File: src/rtl/mul_share_pkg.sv
// Shared types and widths for the shared-multiplier arbiter.
package mul_share_pkg;

    typedef enum logic [1:0] {
        IDLE = 2'd0,
        CALC = 2'd1,
        RESP = 2'd2
    } state_e;

    localparam int OP_W   = 4;
    localparam int PROD_W = 8;

endpackage

File: src/rtl/multiplier.sv
// 4x4 unsigned combinational multiplier shared by the arbiter cluster.
module multiplier (
    input  logic [3:0] a,
    input  logic [3:0] b,
    output logic [7:0] product
);

    assign product = {4'b0000, a} * {4'b0000, b};

endmodule

File: src/rtl/mul_share_arbiter.sv
// Round-robin front end that time-shares one multiplier among NREQ requesters.
// Handshakes: a transfer happens on a rising edge where valid && ready; req_* and resp_* hold until then.
module mul_share_arbiter
    import mul_share_pkg::*;
#(
    parameter  int NREQ = 4,
    localparam int IDW  = $clog2(NREQ)
) (
    input  logic                   clk,
    input  logic                   rst,
    input  logic [NREQ-1:0]        req_valid,
    input  logic [OP_W*NREQ-1:0]   req_a,
    input  logic [OP_W*NREQ-1:0]   req_b,
    output logic [NREQ-1:0]        req_ready,
    output logic                   resp_valid,
    input  logic                   resp_ready,
    output logic [IDW-1:0]         resp_id,
    output logic [PROD_W-1:0]      resp_product,
    output logic                   busy,
    output state_e                 state_o
);

    state_e              state_q, state_d;
    logic [IDW-1:0]      rr_ptr_q, rr_ptr_d;
    logic [IDW-1:0]      id_q, id_d;
    logic [OP_W-1:0]     op_a_q, op_a_d;
    logic [OP_W-1:0]     op_b_q, op_b_d;
    logic [PROD_W-1:0]   prod_q, prod_d;
    logic [PROD_W-1:0]   mult_out;

    logic [OP_W-1:0]     a_arr [NREQ];
    logic [OP_W-1:0]     b_arr [NREQ];
    logic                grant_valid;
    logic [IDW-1:0]      grant_idx;
    logic [NREQ-1:0]     grant_oh;

    function automatic logic [IDW-1:0] wrap_inc(input logic [IDW-1:0] v);
        if (v == IDW'(NREQ - 1)) begin
            return '0;
        end
        return v + IDW'(1);
    endfunction

    always_comb begin
        for (int i = 0; i < NREQ; i++) begin
            a_arr[i] = req_a[i*OP_W +: OP_W];
            b_arr[i] = req_b[i*OP_W +: OP_W];
        end
    end

    // First valid requester at or after rr_ptr_q, wrapping modulo NREQ.
    always_comb begin
        logic [IDW-1:0] idx;
        grant_valid = 1'b0;
        grant_idx   = '0;
        grant_oh    = '0;
        idx         = rr_ptr_q;
        for (int k = 0; k < NREQ; k++) begin
            if (!grant_valid && req_valid[idx]) begin
                grant_valid = 1'b1;
                grant_idx   = idx;
            end
            idx = wrap_inc(idx);
        end
        for (int i = 0; i < NREQ; i++) begin
            grant_oh[i] = grant_valid && (grant_idx == IDW'(i));
        end
    end

    multiplier u_mult (
        .a       (op_a_q),
        .b       (op_b_q),
        .product (mult_out)
    );

    always_comb begin
        state_d   = state_q;
        rr_ptr_d  = rr_ptr_q;
        id_d      = id_q;
        op_a_d    = op_a_q;
        op_b_d    = op_b_q;
        prod_d    = prod_q;
        req_ready = '0;
        case (state_q)
            IDLE: begin
                // A grant raised while rst is high would be thrown away, so hide it.
                if (!rst) begin
                    req_ready = grant_oh;
                end
                if (grant_valid) begin
                    op_a_d   = a_arr[grant_idx];
                    op_b_d   = b_arr[grant_idx];
                    id_d     = grant_idx;
                    rr_ptr_d = wrap_inc(grant_idx);
                    state_d  = CALC;
                end
            end
            CALC: begin
                prod_d  = mult_out;
                state_d = RESP;
            end
            RESP: begin
                if (resp_ready) begin
                    state_d = IDLE;
                end
            end
            default: begin
                state_d = IDLE;
            end
        endcase
    end

    always_ff @(posedge clk) begin
        if (rst) begin
            state_q  <= IDLE;
            rr_ptr_q <= '0;
            id_q     <= '0;
            op_a_q   <= '0;
            op_b_q   <= '0;
            prod_q   <= '0;
        end else begin
            state_q  <= state_d;
            rr_ptr_q <= rr_ptr_d;
            id_q     <= id_d;
            op_a_q   <= op_a_d;
            op_b_q   <= op_b_d;
            prod_q   <= prod_d;
        end
    end

    assign resp_valid   = (state_q == RESP);
    assign busy         = (state_q != IDLE);
    assign resp_id      = id_q;
    assign resp_product = prod_q;
    assign state_o      = state_q;

endmodule

File: config.mk
export PLATFORM = sky130hd
export DESIGN_NAME = mul_share_arbiter
export DESIGN_NICKNAME = d
export VERILOG_FILES = /design/src/rtl/mul_share_pkg.sv /design/src/rtl/multiplier.sv /design/src/rtl/mul_share_arbiter.sv
export SDC_FILE = /design/constraint.sdc
export NUM_CORES = 1
export LEC_CHECK = 0
export BUFFER_PORTS_ARGS = -buffer_cell sky130_fd_sc_hd__buf_2
export CAP_MARGIN = 25
export CORE_MARGIN = 2
export CORE_UTILIZATION = 46
export DETAILED_ROUTE_END_ITERATION = 8
export PLACE_DENSITY = 0.8
export SYNTH_ARGS = -nofsm -noshare
export SYNTH_HDL_FRONTEND = slang
export SYNTH_SLANG_ARGS = --single-unit
File: constraint.sdc
create_clock -name clk -period 3.9 [get_ports clk]
set_input_delay 0.585 -clock clk [delete_from_list [all_inputs] [get_ports clk]]
set_output_delay 0.585 -clock clk [all_outputs]
set_load 0.1 [all_outputs]
==> results_dict.tcl <==
set metrics [dict create \
    post-place-ws_ns 0.283 \
    cts_setup_buffers 0 \
    synth_area_sq_um 1940 \
    skew_ns 0.00271 \
    hold_ws_ns 0.450 \
    synth_top_area_cell "dfxtp_1" \
    required_ns 3.31 \
    hold-path-cell-count 2 \
    fillerInstances 371 \
    die_h_um 68.9 \
    met1_usage_pct 26.3 \
    synthToLayoutAreaGrowth_pct 19.2 \
    met2_usage_pct 30.0 \
    startpoint_type "flop" \
    critPathMaxFanout 13 \
    synthCells 225 \
    rsz0062_at_grt "no" \
    drc_errors 0 \
    grt_pass1_wl_um 6880 \
    timing.final.crit_share_pct 93.0 \
    fin_crit_ns 3.63 \
    drtPass1Iterations 4 \
    wl_per_cell_um 12.9 \
    final_core_util_pct 57.3 \
    status "completed" \
    clock_path_buffers 2 \
    setup_viol 0 \
    ys_types 44 \
    wl_um 4140 \
    fmax_ghz 0.276 \
    first_global_vias 1570 \
    synth_top_area_share_pct 22.7 \
    port_buffers 56 \
    max_stage_delay_ns 0.52 \
    die_area_sq_um 4750 \
    async_flop_share_pct 0 \
    synth_warnings 0 \
    clock-sinks 22 \
    ant_nets 0 \
    fin_setup_tns_ns 0 \
    min_from "resp_product[5]" \
    max_slew_margin_pct 60.7 \
    clkTransAtPathRegs_ns 0.07 \
    ys_top_cells_by_area "dfxtp_1 (23%), ha_1 (11%), nor3b_1 (6.6%)" \
    rr_startpoint "rr_ptr_q[0]" \
    slowest_stage "mux4_2" \
    antenna_found_initial 0 \
    holdPathEnd "resp_product[5]" \
    h-tree-depth 1 \
    crit_arrival_ns 3.04 \
    cap_violations 0 \
    synth_fp_nets 285 \
    grt.overflow.total 0 \
    holdCritPathClass "flop to flop" \
    grtUsageTotal_pct 18.7 \
    cts_made_buffers 3 \
    power_leakage_nw 1.04 \
    powerDensity_nw_per_um2 685 \
    place_inst 318 \
    fin_nets 333 \
    grt_start_max_net_pins 24 \
    worstPathCellList "ha_2, mux4_2, nand3b_1, a211oi_2, o2bb2ai_4, inv_6, ha_1, and2_1, clkbuf_4" \
    synth_flop_cell "dfxtp_1" \
    cp-end-kind "output port" \
    synth_most_common_cell "dfxtp_1" \
    dp_hpwl_um 3300 \
    insertion_delay_ns 0.26 \
    syn_avg_cell_area_sq_um 8.61 \
    seq_area_frac_synth_pct 22.7 \
    diodes 0 \
    initial_core_util_pct 48.1 \
    drv_slew 0 \
    r2r_cells 8 \
    timing.rr.end "op_b_q[1]" \
    peakVddDrop_v 0.000566 \
    synthTopCellsByCount "dfxtp_1 (22), nand2_1 (19), ha_1 (17), nor3b_1 (17), a211oi_1 (16)" \
    io_pins 57 \
    final_hold_viol_count 0 \
    final_cells 322 \
    vias 1754 \
    synth-edff-count 0 \
    coreArea_sq_um 4030 \
    synth_seq_cells 22 \
    cts_root_buf "clkbuf_8" \
    grt.met3_usage_pct 3.57 \
    path_class "flop to output port" \
    vias_per_cell 5.45 \
    die_w_um 68.9 \
    place_congestion 0.851 \
    drive_gt1_share_pct 28.3 \
    rows 23 \
    tightest_slew_ns 0.588 \
    drt_iter0_drc 56 \
    grt-busiest-layer "met2" \
    layout_setup_ws_ns 0.271 \
    cts_tree "built" \
    r2r_slack_ns 0.82 \
]
==> per-layer routing <==
layer / part of all wire [%] / up-vias
met4: 0.87 / 0
met2: 45 / 63
met5: 0 / -
li1: - / 903
met1: 49 / 784
met3: 5.3 / 4
==> report_power, final <==
part / total, mW / leakage (nW) / switching, mW / internal (mW)
Combinational: 1.07 / 0.833 / 0.710 / 0.359
Sequential: 0.353 / 0.181 / 0.0672 / 0.285
Clock: 0.160 / 0.0288 / 0.0705 / 0.0899
Total: 1.58 / 1.04 / 0.847 / 0.735
==> flip-flops by register name, indices dropped and copies added (netlist names) <==
name          count
rr_ptr_q          2
resp_id           2
op_a_q            4
resp_product      8
op_b_q            4
state_o           2
==> cell type report <==
type / instances / area, sq um / area share, %
well taps: 50 / 62.6 / 2.71
repair buffers: 59 / 335 / 14.5
inverters: 12 / 50.0 / 2.17
multi-input cells: 175 / 1370 / 59.1
flip-flops and latches: 22 / 442 / 19.1
clock buffers: 4 / 55.1 / 2.38
==> layout by cell type (no fill, tap or decap), drive strengths merged, types with 5 or more instances in the layout <==
cell | synthesis | layout
nor3b | 17 | 17
buf | 7 | 58
dfxtp | 22 | 22
mux2i | 6 | 6
and2 | 12 | 12
ha | 17 | 17
a21oi | 12 | 12
inv | 12 | 12
nand3b | 10 | 10
a211oi | 17 | 17
nor2 | 8 | 8
clkbuf | 9 | 5
nand2 | 20 | 20
o31ai | 8 | 8
==> cells by family (layout without fill, tap and decap cells) <==
group,count (synthesis),after routing,synth area share [%]
xor gates and xnor gates,4,4,1.81
buffers and inverters,28,75,7.10
and+or+nand+nor,87,87,26.7
AOI/OAI and AO/OA,52,52,19.4
muxes,11,11,7.17
adders and majority gates,21,21,15.1
DFF,22,22,22.7
==> metrics by stage <==
stage | cell area, sq um | power, mW
2_1_floorplan | 1940 | 1.22
5_1_grt | 2310 | 1.70
6_report | 2310 | 1.58
3_3_place_gp | 2250 | 1.40
3_5_place_dp | 2250 | 1.42
4_1_cts | 2300 | 1.58
==> worst max-delay path: cells and delay by family, from the launching register on <==
kind	cells	cell delay [ns]
and+or+nand+nor	2	0.31
adders and majority gates	2	0.62
AOI/OAI and AO/OA	2	0.47
buffers and inverters	2	0.46
DFF	1	0.39
muxes	1	0.52
==> what timing repair did <==
item | in CTS | in global routing
hold buffers | 0 | 0
resized for setup | 1 | 3
endpoints found under the setup margin | 1 | 3
==> how the worst max path moves through the flow <==
stage                         to        start  slack [ns]
global route        req_ready[2]  rr_ptr_q[1]         0.1
floorplan           req_ready[3]  rr_ptr_q[1]        0.45
CTS                 req_ready[2]  rr_ptr_q[0]        0.06
detailed placement  req_ready[2]  rr_ptr_q[0]        0.28
global placement    req_ready[2]  rr_ptr_q[0]        0.36
finish              req_ready[2]  rr_ptr_q[0]        0.27
No activity file was read; power rests on OpenSTA's default activity.
